### config.mk
export PLATFORM = sky130hd
export DESIGN_NAME = aes_round_seq
export DESIGN_NICKNAME = d
export VERILOG_FILES = /design/src/rtl/aes_round_seq.sv
export SDC_FILE = /design/constraint.sdc
export NUM_CORES = 1
export LEC_CHECK = 0
export CAP_MARGIN = 20
export CORE_AREA = 4 4 348 350
export CTS_CLUSTER_SIZE = 16
export DETAILED_ROUTE_END_ITERATION = 16
export DIE_AREA = 0 0 352 354
export GPL_TIMING_DRIVEN = 0
export HOLD_SLACK_MARGIN = 0.06
export MAX_ROUTING_LAYER = met4
export PLACE_DENSITY = 0.47
export SETUP_SLACK_MARGIN = 0.2
export SYNTH_ARGS = -nofsm -noshare
export SYNTH_HDL_FRONTEND = slang
export SYNTH_SLANG_ARGS = --single-unit
### constraint.sdc
create_clock -name clk -period 4.05 [get_ports clk]
set_input_delay 0.6075 -clock clk [delete_from_list [all_inputs] [get_ports clk]]
set_output_delay 0.6075 -clock clk [all_outputs]
set_load 0.01 [all_outputs]
### src/rtl/aes_round_seq.sv
// Iterative AES-128 sequencer: initial AddRoundKey, then loops (state, key, num) through the round pipeline.
// Latency: start at cycle 0 -> valid at cycle NUM_ROUNDS*(L+1)+1 for pipeline latency L (51 for L=4).
// Backpressure: none; one block in flight, start ignored while busy, WAIT aborts with err after TIMEOUT cycles.
module aes_round_seq #(
    parameter int NUM_ROUNDS = 10,
    parameter int TIMEOUT    = 64
) (
    input  logic         clk,
    input  logic         rst,
    input  logic         start,
    input  logic [127:0] plaintext,
    input  logic [127:0] cipher_key,
    output logic         busy,
    output logic         valid,
    output logic         err,
    output logic [127:0] ciphertext,
    output logic         rnd_en,
    output logic [127:0] rnd_state,
    output logic [127:0] rnd_key,
    output logic [3:0]   rnd_num,
    input  logic         rnd_done,
    input  logic [127:0] rnd_state_out,
    input  logic [127:0] rnd_key_out
);

    localparam logic [1:0] S_IDLE  = 2'd0;
    localparam logic [1:0] S_ISSUE = 2'd1;
    localparam logic [1:0] S_WAIT  = 2'd2;
    localparam logic [1:0] S_DONE  = 2'd3;

    // Counter only needs to reach TIMEOUT; WAIT is left on the cycle it gets there.
    localparam int               CNT_W     = (TIMEOUT > 0) ? $clog2(TIMEOUT + 1) : 1;
    localparam logic [CNT_W-1:0] TIMEOUT_C = CNT_W'(TIMEOUT);
    localparam logic [3:0]       LAST_NUM  = 4'(NUM_ROUNDS);

    logic [1:0]       state_q, state_d;
    logic [CNT_W-1:0] tmo_cnt_q, tmo_cnt_d;
    logic [127:0]     ciphertext_q, ciphertext_d;
    logic [127:0]     rnd_state_q, rnd_state_d;
    logic [127:0]     rnd_key_q, rnd_key_d;
    logic [3:0]       rnd_num_q, rnd_num_d;
    logic [CNT_W-1:0] tmo_cnt_inc;
    logic             timeout_hit;
    logic             abort;

    assign tmo_cnt_inc = tmo_cnt_q + CNT_W'(1);
    assign timeout_hit = (TIMEOUT != 0) && (tmo_cnt_inc == TIMEOUT_C);

    // Next-state and datapath: load on start, loop results back, capture final state.
    always_comb begin
        state_d      = state_q;
        tmo_cnt_d    = tmo_cnt_q;
        ciphertext_d = ciphertext_q;
        rnd_state_d  = rnd_state_q;
        rnd_key_d    = rnd_key_q;
        rnd_num_d    = rnd_num_q;
        abort        = 1'b0;
        case (state_q)
            S_IDLE: begin
                if (start) begin
                    rnd_state_d = plaintext ^ cipher_key;
                    rnd_key_d   = cipher_key;
                    rnd_num_d   = 4'd1;
                    state_d     = S_ISSUE;
                end
            end
            S_ISSUE: begin
                tmo_cnt_d = '0;
                state_d   = S_WAIT;
            end
            S_WAIT: begin
                tmo_cnt_d = tmo_cnt_inc;
                // A result arriving on the timeout cycle still counts.
                if (rnd_done) begin
                    if (rnd_num_q >= LAST_NUM) begin
                        ciphertext_d = rnd_state_out;
                        state_d      = S_DONE;
                    end else begin
                        rnd_state_d = rnd_state_out;
                        rnd_key_d   = rnd_key_out;
                        rnd_num_d   = rnd_num_q + 4'd1;
                        state_d     = S_ISSUE;
                    end
                end else if (timeout_hit) begin
                    abort   = 1'b1;
                    state_d = S_IDLE;
                end
            end
            S_DONE: begin
                state_d = S_IDLE;
            end
            default: begin
                state_d = S_IDLE;
            end
        endcase
    end

    // State registers; reset discards any in-flight block without a pulse.
    always_ff @(posedge clk or negedge rst) begin
        if (!rst) begin
            state_q      <= S_IDLE;
            tmo_cnt_q    <= '0;
            ciphertext_q <= '0;
            rnd_state_q  <= '0;
            rnd_key_q    <= '0;
            rnd_num_q    <= '0;
        end else begin
            state_q      <= state_d;
            tmo_cnt_q    <= tmo_cnt_d;
            ciphertext_q <= ciphertext_d;
            rnd_state_q  <= rnd_state_d;
            rnd_key_q    <= rnd_key_d;
            rnd_num_q    <= rnd_num_d;
        end
    end

    assign busy       = (state_q == S_ISSUE) || (state_q == S_WAIT);
    assign valid      = (state_q == S_DONE);
    assign rnd_en     = (state_q == S_ISSUE);
    assign err        = abort;
    assign ciphertext = ciphertext_q;
    assign rnd_state  = rnd_state_q;
    assign rnd_key    = rnd_key_q;
    assign rnd_num    = rnd_num_q;

endmodule
# After elaboration in Yosys (flattened, before gate mapping)
# Index checks and enable logic that the tools add are counted.
word_totals:
  output_inout_bits: 392
  input_bits: 516
  register_bits: 397
  elab_cells: 46
op_classes:
  magnitude_cmp: 1
  muxes: 21
  reduce_logical: 7
  eq_ne: 8
  bitwise_logic: 1
  n_addsub: 2
ops:
  columns: ["operator", "n"]
  rows:
  - ["2-to-1 mux 128 bit", 6]
  - ["case mux 128 bit (2 select lines)", 2]
  - ["bitwise XOR 128 bit", 1]
  - ["case mux 7 bit (2 select lines)", 1]
  - ["2-to-1 mux 4 bit", 3]
  - ["2-to-1 mux 2 bit", 4]
  - ["case mux 2 bit (4 select lines)", 1]
  - ["case mux 4 bit (2 select lines)", 1]
  - ["adder 7 x 1 -> 7 bit, second input constant", 1]
  - ["equality test 7 bit, second input constant", 1]
  - ["inequality test 2 bit, second input constant", 3]
  - ["adder 4 x 1 -> 4 bit, second input constant", 1]
  - ["equality test 2 bit, second input constant", 2]
  - ["greater-or-equal comparator 4 bit, second input constant", 1]
  - ["AND reduction 4 bit", 1]
  - ["nonzero test 2 bit", 2]
  - ["2-to-1 mux 1 bit", 3]
  - ["inequality test 3 bit, second input constant", 1]
  - ["AND reduction 3 bit", 1]
  - ["equality test 2 x 1 -> 1 bit, second input constant", 1]
  - ["zero test 2 bit", 1]
  - ["AND reduction 2 bit", 1]
  - ["logical OR 1 bit", 1]

# Depth between registers and ports, before layout
# Gate-level depths: netlist of run 1.
logic_depth:
  depth_word: 5
  mapped_depth: 10

# Worst setup path before layout of run 1
# Ideal clock, no wire load.
synth_path:
  kind: "reg-to-reg"
  startpoint: "reg rnd_num_q[0], in the netlist rnd_num[0]"
  endpoint: "reg rnd_state_q[39], in the netlist rnd_state[39]"
  path_slack_ps: 2056
  path_buffers: 3
  path_stages_with_launch: 10
  setup_time_ps: 132
  t_arrival_ps: 1862
  period_less_slack_ps: 1994
  cell_sequence: "dfrtp_1 -> inv_1 -> ha_1 -> o311ai_2 -> o2111ai_2 -> buf_2 -> buf_4 -> buf_4 -> nand2_1 -> o21ai_1"
synth_between:
  elab_chain_len: 3
synth_lines:
  columns: ["item", "line_no", "text"]
  rows:
  - ["from (decl)", "41", "logic [3:0] rnd_num_q, rnd_num_d;"]
  - ["from (signal assigned)", "113", "rnd_num_q <= rnd_num_d;"]
  - ["greater-or-equal comparator 4 bit", "75", "if (rnd_num_q >= LAST_NUM) begin"]
  - ["inequality test 2 bit (no source line)", null, null]
  - ["AND reduction 4 bit (no source line)", null, null]
  - ["to (signal assigned)", "111", "rnd_state_q <= rnd_state_d;"]
  - ["to (decl)", "39", "logic [127:0] rnd_state_q, rnd_state_d;"]
# No other way between the ends.
# A chain may end at the register's enable or synchronous reset.

# Worst setup path after layout of run 1
layout_path:
  startpoint: "reg state_q[0]"
  endpoint: "reg rnd_key_q[124], in the netlist rnd_key[124]"
layout_between:
  elab_chain_len: 3
layout_lines:
  columns: ["item", "line_no", "text"]
  rows:
  - ["from (decl)", "36", "logic [1:0] state_q, state_d;"]
  - ["from (signal assigned)", "108", "state_q <= state_d;"]
  - ["equality test 2 bit / zero test 2 bit (equally long branches)", "58", "case (state_q)"]
  - ["inequality test 2 bit (no source line) / nonzero test 2 bit (equally long branches)", null, null]
  - ["AND reduction 4 bit (no source line)", null, null]
  - ["to (signal assigned)", "112", "rnd_key_q <= rnd_key_d;"]
  - ["to (decl)", "40", "logic [127:0] rnd_key_q, rnd_key_d;"]
# Parallel ways exist; a longest one is shown, timed or not.

==> flow_metrics.env, run 1 <==
export IMPL_maxCapViolCount=0
export IMPL_drive_above_1_share_pct=9.531
export IMPL_drc=0
export IMPL_power_density_mw_per_mm2=810.1
export IMPL_leakage_nw=12.64
export IMPL_cp_end_kind="register"
export IMPL_cts_sinks=397
export IMPL_cts_buffers=53
export IMPL_dp_hpwl_um=81900
export IMPL_min_period_over_period_pct=85.54
export IMPL_root_buffer="clkbuf_16"
export IMPL_ant_nets=0
export IMPL_grt_setup_unrepaired="no"
export IMPL_synth_cell_types=38
export IMPL_path_clk_slew_ns=0.06
export IMPL_cp_max_fo=11
export IMPL_period_needed_ns=3.464
export IMPL_startpoint_type="register"
export IMPL_hold_buffers=1
export IMPL_netlist_instances=1739
export IMPL_clock_skew_ns=0.02635
export IMPL_setup_viol=0
export IMPL_port_buffers=907
export IMPL_arrival_ns=3.91
export IMPL_synthesis_nets=2262
export IMPL_first_iter_violations=919
export IMPL_area_growth_pct=71.10
export IMPL_layout_commonest_cell="clkdlybuf4s50_1"
export IMPL_grt_max_degree=106
export IMPL_hold_path_class="register to register"
export IMPL_antenna_found_initial=15
export IMPL_start_util_pct=15.48
export IMPL_via_count=17092
export IMPL_route_detailed_wl_per_inst_um=23.81
export IMPL_place_congestion=0.9064
export IMPL_worst_pin_slew_ns=1.003
export IMPL_mostFrequentLayoutCells="906 x clkdlybuf4s50_1, 397 x dfrtp_1, 262 x nand2_1"
export IMPL_die_area_mm2=0.1246
export IMPL_vias_per_cell=3.972
export IMPL_finalPower_mw=25.26
export IMPL_synth_warnings=0
export IMPL_grt_usage_pct=16.32
export IMPL_cts_tree="yes"
export IMPL_regArea_mm2=0.009935
export IMPL_maxSlewViolCount=0
export IMPL_htree_levels=2
export IMPL_multiInputGateArea_mm2=0.007667
export IMPL_clockBufferDepth=3
export IMPL_syn_avg_cell_area_um2=10.48
export IMPL_ir_drop_mv=0.2816
export IMPL_cts_setup_buffers=0
export IMPL_yosysSeqAreaShare_pct=54.51
export IMPL_grt_pass1_wl_um=141900
export IMPL_status="complete, no violations"
export IMPL_fin_nets=3232
export IMPL_grt_pass1_vias=18214
export IMPL_hold_viol=0
export IMPL_synthesis_area_mm2=0.01823
export IMPL_hold_ws_ns=0.4761
export IMPL_crit_required_ns=4.50
export IMPL_drtPass1Iterations=5
export IMPL_insertion_delay_ns=0.62
export IMPL_critPathKind="register to register"
export IMPL_coreArea_mm2=0.1178
export IMPL_io_pins=908
export IMPL_rows=126
export IMPL_fmax_mhz=288.7
export IMPL_fillCellCount=12624
export IMPL_die_width_um=352
export IMPL_die_h_um=354
export IMPL_routed_wl_um=102400
export IMPL_slew_headroom_pct=33.15
export IMPL_cts_resized=0
export IMPL_reg2reg_slack_ns=0.59
export IMPL_synth_seq_cells=397
export IMPL_overflow=0
## Yosys cell counts (all sizes together)
cell type,number,area share (%)
and2,1,0.034
or3,1,0.034
nor3,1,0.027
nor2,136,2.8
buf,53,1.9
a21oi,131,3.6
mux2,128,7.9
o2bb2ai,4,0.19
nand3b,1,0.041
o31ai,1,0.041
ha,7,0.48
a22o,1,0.048
mux2i,132,7.2
o22a,1,0.048
and4,1,0.048
dfrtp,397,55
a31o,1,0.048
o22ai,1,0.034
or2,1,0.034
nand2b,2,0.069
clkbuf,63,1.3
and3,1,0.034
nor4b,2,0.096
inv,10,0.21
nand2,262,5.4
o21ai,261,7.2
a211oi,1,0.041
a41oi,2,0.096
o2111ai,1,0.082
a21o,1,0.041
o311ai,1,0.089
xnor2,128,6.2
nand3,5,0.14
## critical path, stage by stage (launching register included)
cell and delay, ns:
dfrtp_1 0.46, inv_1 0.10, ha_1 0.20, buf_4 0.16, o2111ai_2 0.74, clkbuf_2 0.70, clkbuf_1 0.68, o21ai_0 0.21
## kinds of logic (layout without fill, tap and decap cells)
kind of cell	count (synthesis)	in the layout	synth area share (%)
AOI/OAI and AO/OA	407	407	11.53
other	0	18	0
buffers and inverters	126	1136	3.426
xor gates and xnor gates	128	128	6.151
muxes	260	260	15.16
and+or+nand+nor	414	414	8.753
adders and majority gates	7	7	0.4805
DFF	397	397	54.51
## through the flow
stage | instance area [um2] | setup TNS (ns) | utilization [%] | worst slack [ns] | std cells
2_1_floorplan | 18230 | 0 | - | 2.056 | 1739
3_3_place_gp | 29230 | -6925.93 | 24.82 | -17.60 | 4182
3_5_place_dp | 29370 | 0 | 24.94 | 0.4024 | 4189
4_1_cts | 31140 | 0 | 26.44 | 0.3531 | 4285
5_1_grt | 31160 | 0 | 26.46 | 0.3177 | 4294
6_report | 31180 | 0 | 26.48 | 0.5857 | 4303
## area by class of cell
class,count,share of cell area [%]
Sequential cell,397,31.86
Timing Repair Buffer,915,29.61
Multi-Input combinational cell,1216,24.59
Tap cell,1536,6.163
Clock buffer,81,5.144
Buffer,116,1.894
Clock inverter,14,0.4855
Antenna cell,18,0.1444
Inverter,10,0.1204
## report_power, final
part	internal, mW	switching (mW)	total, mW
Combinational	5.90	7.60	13.5
Sequential	5.90	1.04	6.94
Clock	2.90	1.93	4.82
Total	14.7	10.6	25.3
## flip-flops by register name, summed over array words and instances, names as in the netlist
register and cells:
tmo_cnt_q 7, state_q 2, rnd_num 4, rnd_key 128
ciphertext 128, rnd_state 128
## layer usage
layer	part of all wire (%)	vias to the layer above	track usage [%]	routed length, um
met4	2.6	0	5.022	2683
li1	-	7893	-	-
met1	41	8400	19.52	42000
met5	0	-	-	0
met3	8.0	111	4.672	8204
met2	48	688	26.62	49560
## final timing paths
| path | depth (start not counted) | to | start |
|---|---|---|---|
| max in group asynchronous | 4 | rnd_key[14] | rst |
| min in group asynchronous | 2 | rnd_key[74] | rst |
| worst min register to register | 2 | rnd_state[27] | rnd_state[27] |
| worst max register to register | 7 | rnd_key[124] | state_q[0] |
| worst max-delay path | 7 | rnd_key[124] | state_q[0] |
| worst min-delay path | 2 | rnd_state[27] | rnd_state[27] |
(Power assumes the default switching activity.)
==> run 2, diff against run 1 <==
--- a/config.mk
+++ b/config.mk
@@ -14,7 +14,7 @@
 export HOLD_SLACK_MARGIN = 0.06
 export MAX_ROUTING_LAYER = met4
 export PLACE_DENSITY = 0.47
-export SETUP_SLACK_MARGIN = 0.2
+export SETUP_SLACK_MARGIN = 0.3
 export SYNTH_ARGS = -nofsm -noshare
 export SYNTH_HDL_FRONTEND = slang
 export SYNTH_SLANG_ARGS = --single-unit
==> results of run 2 <==
The final DEF is identical to that of run 1; final timing and power are the same.
